==> src/rtl/reg_file_sb.sv <==
// Parametrised two-read/one-write register file with optional write bypass,
// optional hardwired-zero register 0, per-register busy scoreboard and a clear sweep.
module reg_file_sb #(
  parameter int DATA_W   = 16,
  parameter int DEPTH    = 8,
  parameter int ADDR_W   = 3,
  parameter int ZERO_REG = 0,
  parameter int BYPASS   = 1
) (
  input  logic              clk,
  input  logic              rst_n,
  input  logic              en,
  input  logic              regen,
  input  logic [ADDR_W-1:0] readreg1,
  input  logic [ADDR_W-1:0] readreg2,
  input  logic [ADDR_W-1:0] writereg,
  input  logic [DATA_W-1:0] data_result,
  input  logic              rsv_en,
  input  logic [ADDR_W-1:0] rsv_addr,
  input  logic              clr_req,
  output logic [DATA_W-1:0] data_A,
  output logic [DATA_W-1:0] data_B,
  output logic              busy_A,
  output logic              busy_B,
  output logic              clr_busy,
  output logic              clr_done
);

  localparam bit ZR = (ZERO_REG != 0);
  localparam bit BP = (BYPASS != 0);
  localparam logic [ADDR_W-1:0] LAST_IDX = ADDR_W'(DEPTH - 1);

  typedef enum logic {S_IDLE, S_SWEEP} state_t;

  state_t            r_state, w_state_next;
  logic [ADDR_W-1:0] r_cnt, w_cnt_next;
  logic              r_clr_done, w_clr_done_next;

  logic [DATA_W-1:0] r_mem [DEPTH];
  logic [DEPTH-1:0]  r_busy, w_busy_next;

  logic [DATA_W-1:0] r_data_a, r_data_b;
  logic              r_busy_a, r_busy_b;

  logic              w_op, w_wr, w_rsv, w_sweep;
  logic [DATA_W-1:0] w_rd_a, w_rd_b;
  logic              w_bsy_a, w_bsy_b;

  assign w_sweep = (r_state == S_SWEEP);
  assign w_op    = en && (r_state == S_IDLE);
  assign w_wr    = w_op && regen  && !(ZR && (writereg == '0));
  assign w_rsv   = w_op && rsv_en && !(ZR && (rsv_addr == '0));

  // Reserve is applied after the write-clear so a same-cycle reserve wins.
  always_comb begin
    w_busy_next = r_busy;
    if (w_wr)    w_busy_next[writereg] = 1'b0;
    if (w_rsv)   w_busy_next[rsv_addr] = 1'b1;
    if (w_sweep) w_busy_next[r_cnt]    = 1'b0;
  end

  // Read ports see the post-edge busy state and, with bypass, the post-edge data.
  always_comb begin
    w_rd_a  = (BP && w_wr && (writereg == readreg1)) ? data_result : r_mem[readreg1];
    w_rd_b  = (BP && w_wr && (writereg == readreg2)) ? data_result : r_mem[readreg2];
    w_bsy_a = w_busy_next[readreg1];
    w_bsy_b = w_busy_next[readreg2];
    if (ZR && (readreg1 == '0)) begin
      w_rd_a  = '0;
      w_bsy_a = 1'b0;
    end
    if (ZR && (readreg2 == '0)) begin
      w_rd_b  = '0;
      w_bsy_b = 1'b0;
    end
  end

  always_comb begin
    w_state_next    = r_state;
    w_cnt_next      = r_cnt;
    w_clr_done_next = 1'b0;
    case (r_state)
      S_IDLE: begin
        if (clr_req) begin
          w_state_next = S_SWEEP;
          w_cnt_next   = '0;
        end
      end
      S_SWEEP: begin
        if (r_cnt == LAST_IDX) begin
          w_state_next    = S_IDLE;
          w_cnt_next      = '0;
          w_clr_done_next = 1'b1;
        end else begin
          w_cnt_next = r_cnt + 1'b1;
        end
      end
      default: w_state_next = S_IDLE;
    endcase
  end

  always_ff @(posedge clk or negedge rst_n) begin
    if (!rst_n) begin
      r_state    <= S_IDLE;
      r_cnt      <= '0;
      r_clr_done <= 1'b0;
      r_busy     <= '0;
    end else begin
      r_state    <= w_state_next;
      r_cnt      <= w_cnt_next;
      r_clr_done <= w_clr_done_next;
      r_busy     <= w_busy_next;
    end
  end

  always_ff @(posedge clk or negedge rst_n) begin
    if (!rst_n) begin
      for (int i = 0; i < DEPTH; i++) r_mem[i] <= '0;
    end else if (w_sweep) begin
      r_mem[r_cnt] <= '0;
    end else if (w_wr) begin
      r_mem[writereg] <= data_result;
    end
  end

  always_ff @(posedge clk or negedge rst_n) begin
    if (!rst_n) begin
      r_data_a <= '0;
      r_data_b <= '0;
      r_busy_a <= 1'b0;
      r_busy_b <= 1'b0;
    end else if (w_op) begin
      r_data_a <= w_rd_a;
      r_data_b <= w_rd_b;
      r_busy_a <= w_bsy_a;
      r_busy_b <= w_bsy_b;
    end
  end

  assign data_A   = r_data_a;
  assign data_B   = r_data_b;
  assign busy_A   = r_busy_a;
  assign busy_B   = r_busy_b;
  assign clr_busy = w_sweep;
  assign clr_done = r_clr_done;

endmodule
==> config.mk <==
export PLATFORM = sky130hd
export DESIGN_NAME = reg_file_sb
export DESIGN_NICKNAME = d
export VERILOG_FILES = /design/src/rtl/reg_file_sb.sv
export SDC_FILE = /design/constraint.sdc
export NUM_CORES = 1
export LEC_CHECK = 0
export CORE_ASPECT_RATIO = 1.25
export CORE_MARGIN = 2
export CORE_UTILIZATION = 55
export DETAILED_ROUTE_END_ITERATION = 10
export PLACE_DENSITY_LB_ADDON = 0.05
export SLEW_MARGIN = 40
export SYNTH_ARGS = -nofsm -noshare
export SYNTH_HDL_FRONTEND = slang
export SYNTH_SLANG_ARGS = --single-unit
==> constraint.sdc <==
create_clock -name clk -period 2.95 [get_ports clk]
set_input_delay 0.59 -clock clk [delete_from_list [all_inputs] [get_ports clk]]
set_output_delay 0.59 -clock clk [all_outputs]
set_load 0.05 [all_outputs]
==> impl_metrics.env <==
export IMPL_status="finished, final reports clean"
export IMPL_slowest_delay_ns=0.88
export IMPL_cts_sinks=175
export IMPL_final_common_cell="a21oi_1"
export IMPL_rr_worst_depth=6
export IMPL_fin_crit_sh_pct=84.89
export IMPL_dp_cells=1268
export IMPL_start_util_pct=55.74
export IMPL_use_met1_pct=49.39
export IMPL_cp_end_kind="output pin"
export IMPL_cts_made_buffers=17
export IMPL_root_buffer="clkbuf_16"
export IMPL_antenna_found_initial=0
export IMPL_crit_type="reg2out"
export IMPL_crit_path_cell_trace="clkdlybuf4s50_1"
export IMPL_die_w_um=122.7
export IMPL_syn_inst=1021
export IMPL_wire_per_inst_um=23.73
export IMPL_use_met2_pct=53.94
export IMPL_r2r_slack_ns=0.62
export IMPL_cp_slowest_cell="clkdlybuf4s50_1"
export IMPL_ir_drop_uv=447.6
export IMPL_grt_total_usage_pct=34.81
export IMPL_grt_pass1_vias=8301
export IMPL_met3_usage_pct=6.999
export IMPL_viasPerCell=6.435
export IMPL_period_needed_ns=2.504
export IMPL_rsz0062_at_grt="false"
export IMPL_setup_viol=0
export IMPL_hpwl_um=20010
export IMPL_worst_path_max_fanout=15
export IMPL_worst_pin_slew_ns=0.7319
export IMPL_finalSetupTns_ns=0
export IMPL_worst_ep_required_time_ns=2.36
export IMPL_p_clk_share_pct=27.5
export IMPL_diodes=0
export IMPL_hold_class="in2async"
export IMPL_crit_end="clr_busy"
export IMPL_crit_buf_inv=1
export IMPL_leakagePower_nw=4.886
export IMPL_io_buffers=69
export IMPL_die_h_um=152.3
export IMPL_drt_iter0_drc=755
export IMPL_fillerInstances=1458
export IMPL_dieArea_mm2=0.01868
export IMPL_overflow=0
export IMPL_final_area_mm2=0.01134
export IMPL_stdcell_count=1299
export IMPL_dr_pass1_iters=7
export IMPL_r2r_start="clr_busy"
export IMPL_cts_max_path_buffers=2
export IMPL_drv_cap=0
export IMPL_cp_start_kind="register"
export IMPL_async_flop_share_pct=100.0
export IMPL_grt_pass1_wl_um=48570
export IMPL_placed_area_mm2=0.01074
export IMPL_hold_violations=0
export IMPL_h_tree_depth=4
export IMPL_slew_headroom_pct=51.20
export IMPL_final_cell_mix="a21oi_1, dfrtp_1, nor2_1, nand2_1, nor3_1"
export IMPL_core_area_mm2=0.01736
export IMPL_rows=54
export IMPL_slew_viol_final=0
export IMPL_cts_resized=0
export IMPL_drc=0
export IMPL_path_clk_slew_ns=0.07
export IMPL_ys_warn_count=0
export IMPL_fin_hold_ws_ns=0.1010
export IMPL_nets=1099
export IMPL_crit_family="buffers and inverters"
export IMPL_synth_seq_cells=175
export IMPL_routed_wl_um=30830
export IMPL_syn_avg_cell_area_um2=9.480
export IMPL_ys_types=53
export IMPL_ioPinCount=70
export IMPL_postCtsHoldBufs=0
export IMPL_power_density_mw_per_mm2=762.5
export IMPL_final_util_pct=65.33
export IMPL_drive_above_1_share_pct=16.19
export IMPL_dr_total_vias=8359
export IMPL_swShare_pct=37.74
export IMPL_synthFlopType="dfrtp_1"
export IMPL_synth_nets=1057
export IMPL_cp_arrival_ns=1.91
export IMPL_grt_max_degree=77
export IMPL_synth_edf_count=0
export IMPL_clk_latency_ns=0.44
export IMPL_cts_setup_buffers=0
export IMPL_syn_area_mm2=0.009679
export IMPL_internal_power_mw=5.385
export IMPL_skew_ns=0.008911
export IMPL_yosysSeqAreaShare_pct=45.24
export IMPL_fmax_mhz=399.3
export IMPL_switchingPower_mw=3.264
export IMPL_grt_busiest_layer="met2"
export IMPL_cts_tree="built"
export IMPL_comb_power_share_pct=33.7
export IMPL_gp_congestion=0.8901
export IMPL_crit_start="clr_busy"
export IMPL_r2r_end="busy_B"
export IMPL_seqPwrFrac_pct=38.9
export IMPL_ant_nets=0
export IMPL_synthToLayoutAreaGrowth_pct=17.19
export IMPL_cp_depth=1
worst min-delay path by stage:
stage / from / to / slack, ns / cells past startpoint
finish: rst_n / r_busy[4] / 0.10 / 1
global route: rst_n / clr_busy / 0.13 / 1
CTS: rst_n / r_busy[4] / 0.12 / 1
detailed placement: data_A[5] / data_A[5] / 0.47 / 2
global placement: data_A[11] / data_A[11] / 0.46 / 2
floorplan: rst_n / busy_A / 0.29 / 0
per-stage QoR:
stage,worst slack (ns),power [mW]
3_5_place_dp,0.1504,6.277
4_1_cts,0.4280,8.650
5_1_grt,0.3230,9.094
2_1_floorplan,0.4582,5.239
3_3_place_gp,0.1728,6.196
6_report,0.4457,8.649
power by group through the flow:
stage / sequential (mW) / combinational [mW] / clock [mW]
finish: 3.36 / 2.91 / 2.38
global route: 3.44 / 3.14 / 2.51
CTS: 3.35 / 2.90 / 2.40
detailed placement: 3.39 / 2.88 / 0
global placement: 3.36 / 2.83 / 0
floorplan: 3.81 / 1.43 / 0
final cells by class:
cell class                      count  area (um^2)  area share, %
Tap cell                          224        280.3          2.471
Multi-Input combinational cell    739         4876          42.98
Sequential cell                   175         4379          38.61
Inverter                            6        22.52         0.1985
Timing Repair Buffer              124         1177          10.38
Clock buffer                       17        425.4          3.750
Clock inverter                     14        182.7          1.610
synth_stat cells, types with 2 or more instances:
cell type,n,area [um^2]
a21oi_1,180,900.9
dfrtp_1,175,4379
nor2_1,129,484.2
nand2_1,109,409.1
nor3_1,104,520.5
clkbuf_1,82,307.8
mux4_2,65,1464
nand3_1,33,165.2
o21ai_0,30,150.1
mux2i_1,16,160.2
buf_2,9,45.04
nand2b_1,8,50.05
o21ai_1,7,35.03
xor2_1,6,52.55
buf_6,5,56.30
inv_1,5,18.77
buf_1,4,15.01
o31ai_1,4,30.03
or3_1,4,25.02
and3_1,3,18.77
nor2b_1,3,18.77
and2_1,2,12.51
ha_1,2,25.02
mux2_2,2,22.52
nor4_1,2,12.51
nor4_4,2,42.54
or2_1,2,12.51
or2_2,2,12.51
or4_1,2,15.01
registers in the layout, summed over array words and instances (netlist names):
name / count
r_cnt: 3
data_A: 16
clr_done: 1
data_B: 16
r_busy: 8
r_mem: 128
busy_B: 1
clr_busy: 1
busy_A: 1
routing by layer:
layer | share of wire [%] | vias up
met1 | 41 | 4133
met3 | 8.8 | 59
li1 | - | 3720
met5 | 0 | -
met2 | 48 | 447
met4 | 2.0 | 0
cell families (layout without fill, tap and decap cells):
group	Yosys count	after routing	share of synthesized area (%)
AO/OA/AOI/OAI	234	234	12.82
XOR/XNOR	6	6	0.5429
adder cells (fa/ha/maj)	2	2	0.2585
buffers and inverters	107	161	4.692
flip-flops	175	175	45.24
multiplexers	83	83	17.01
AND/OR/NAND/NOR	414	414	19.43
No activity file was read; power rests on OpenSTA's default activity.
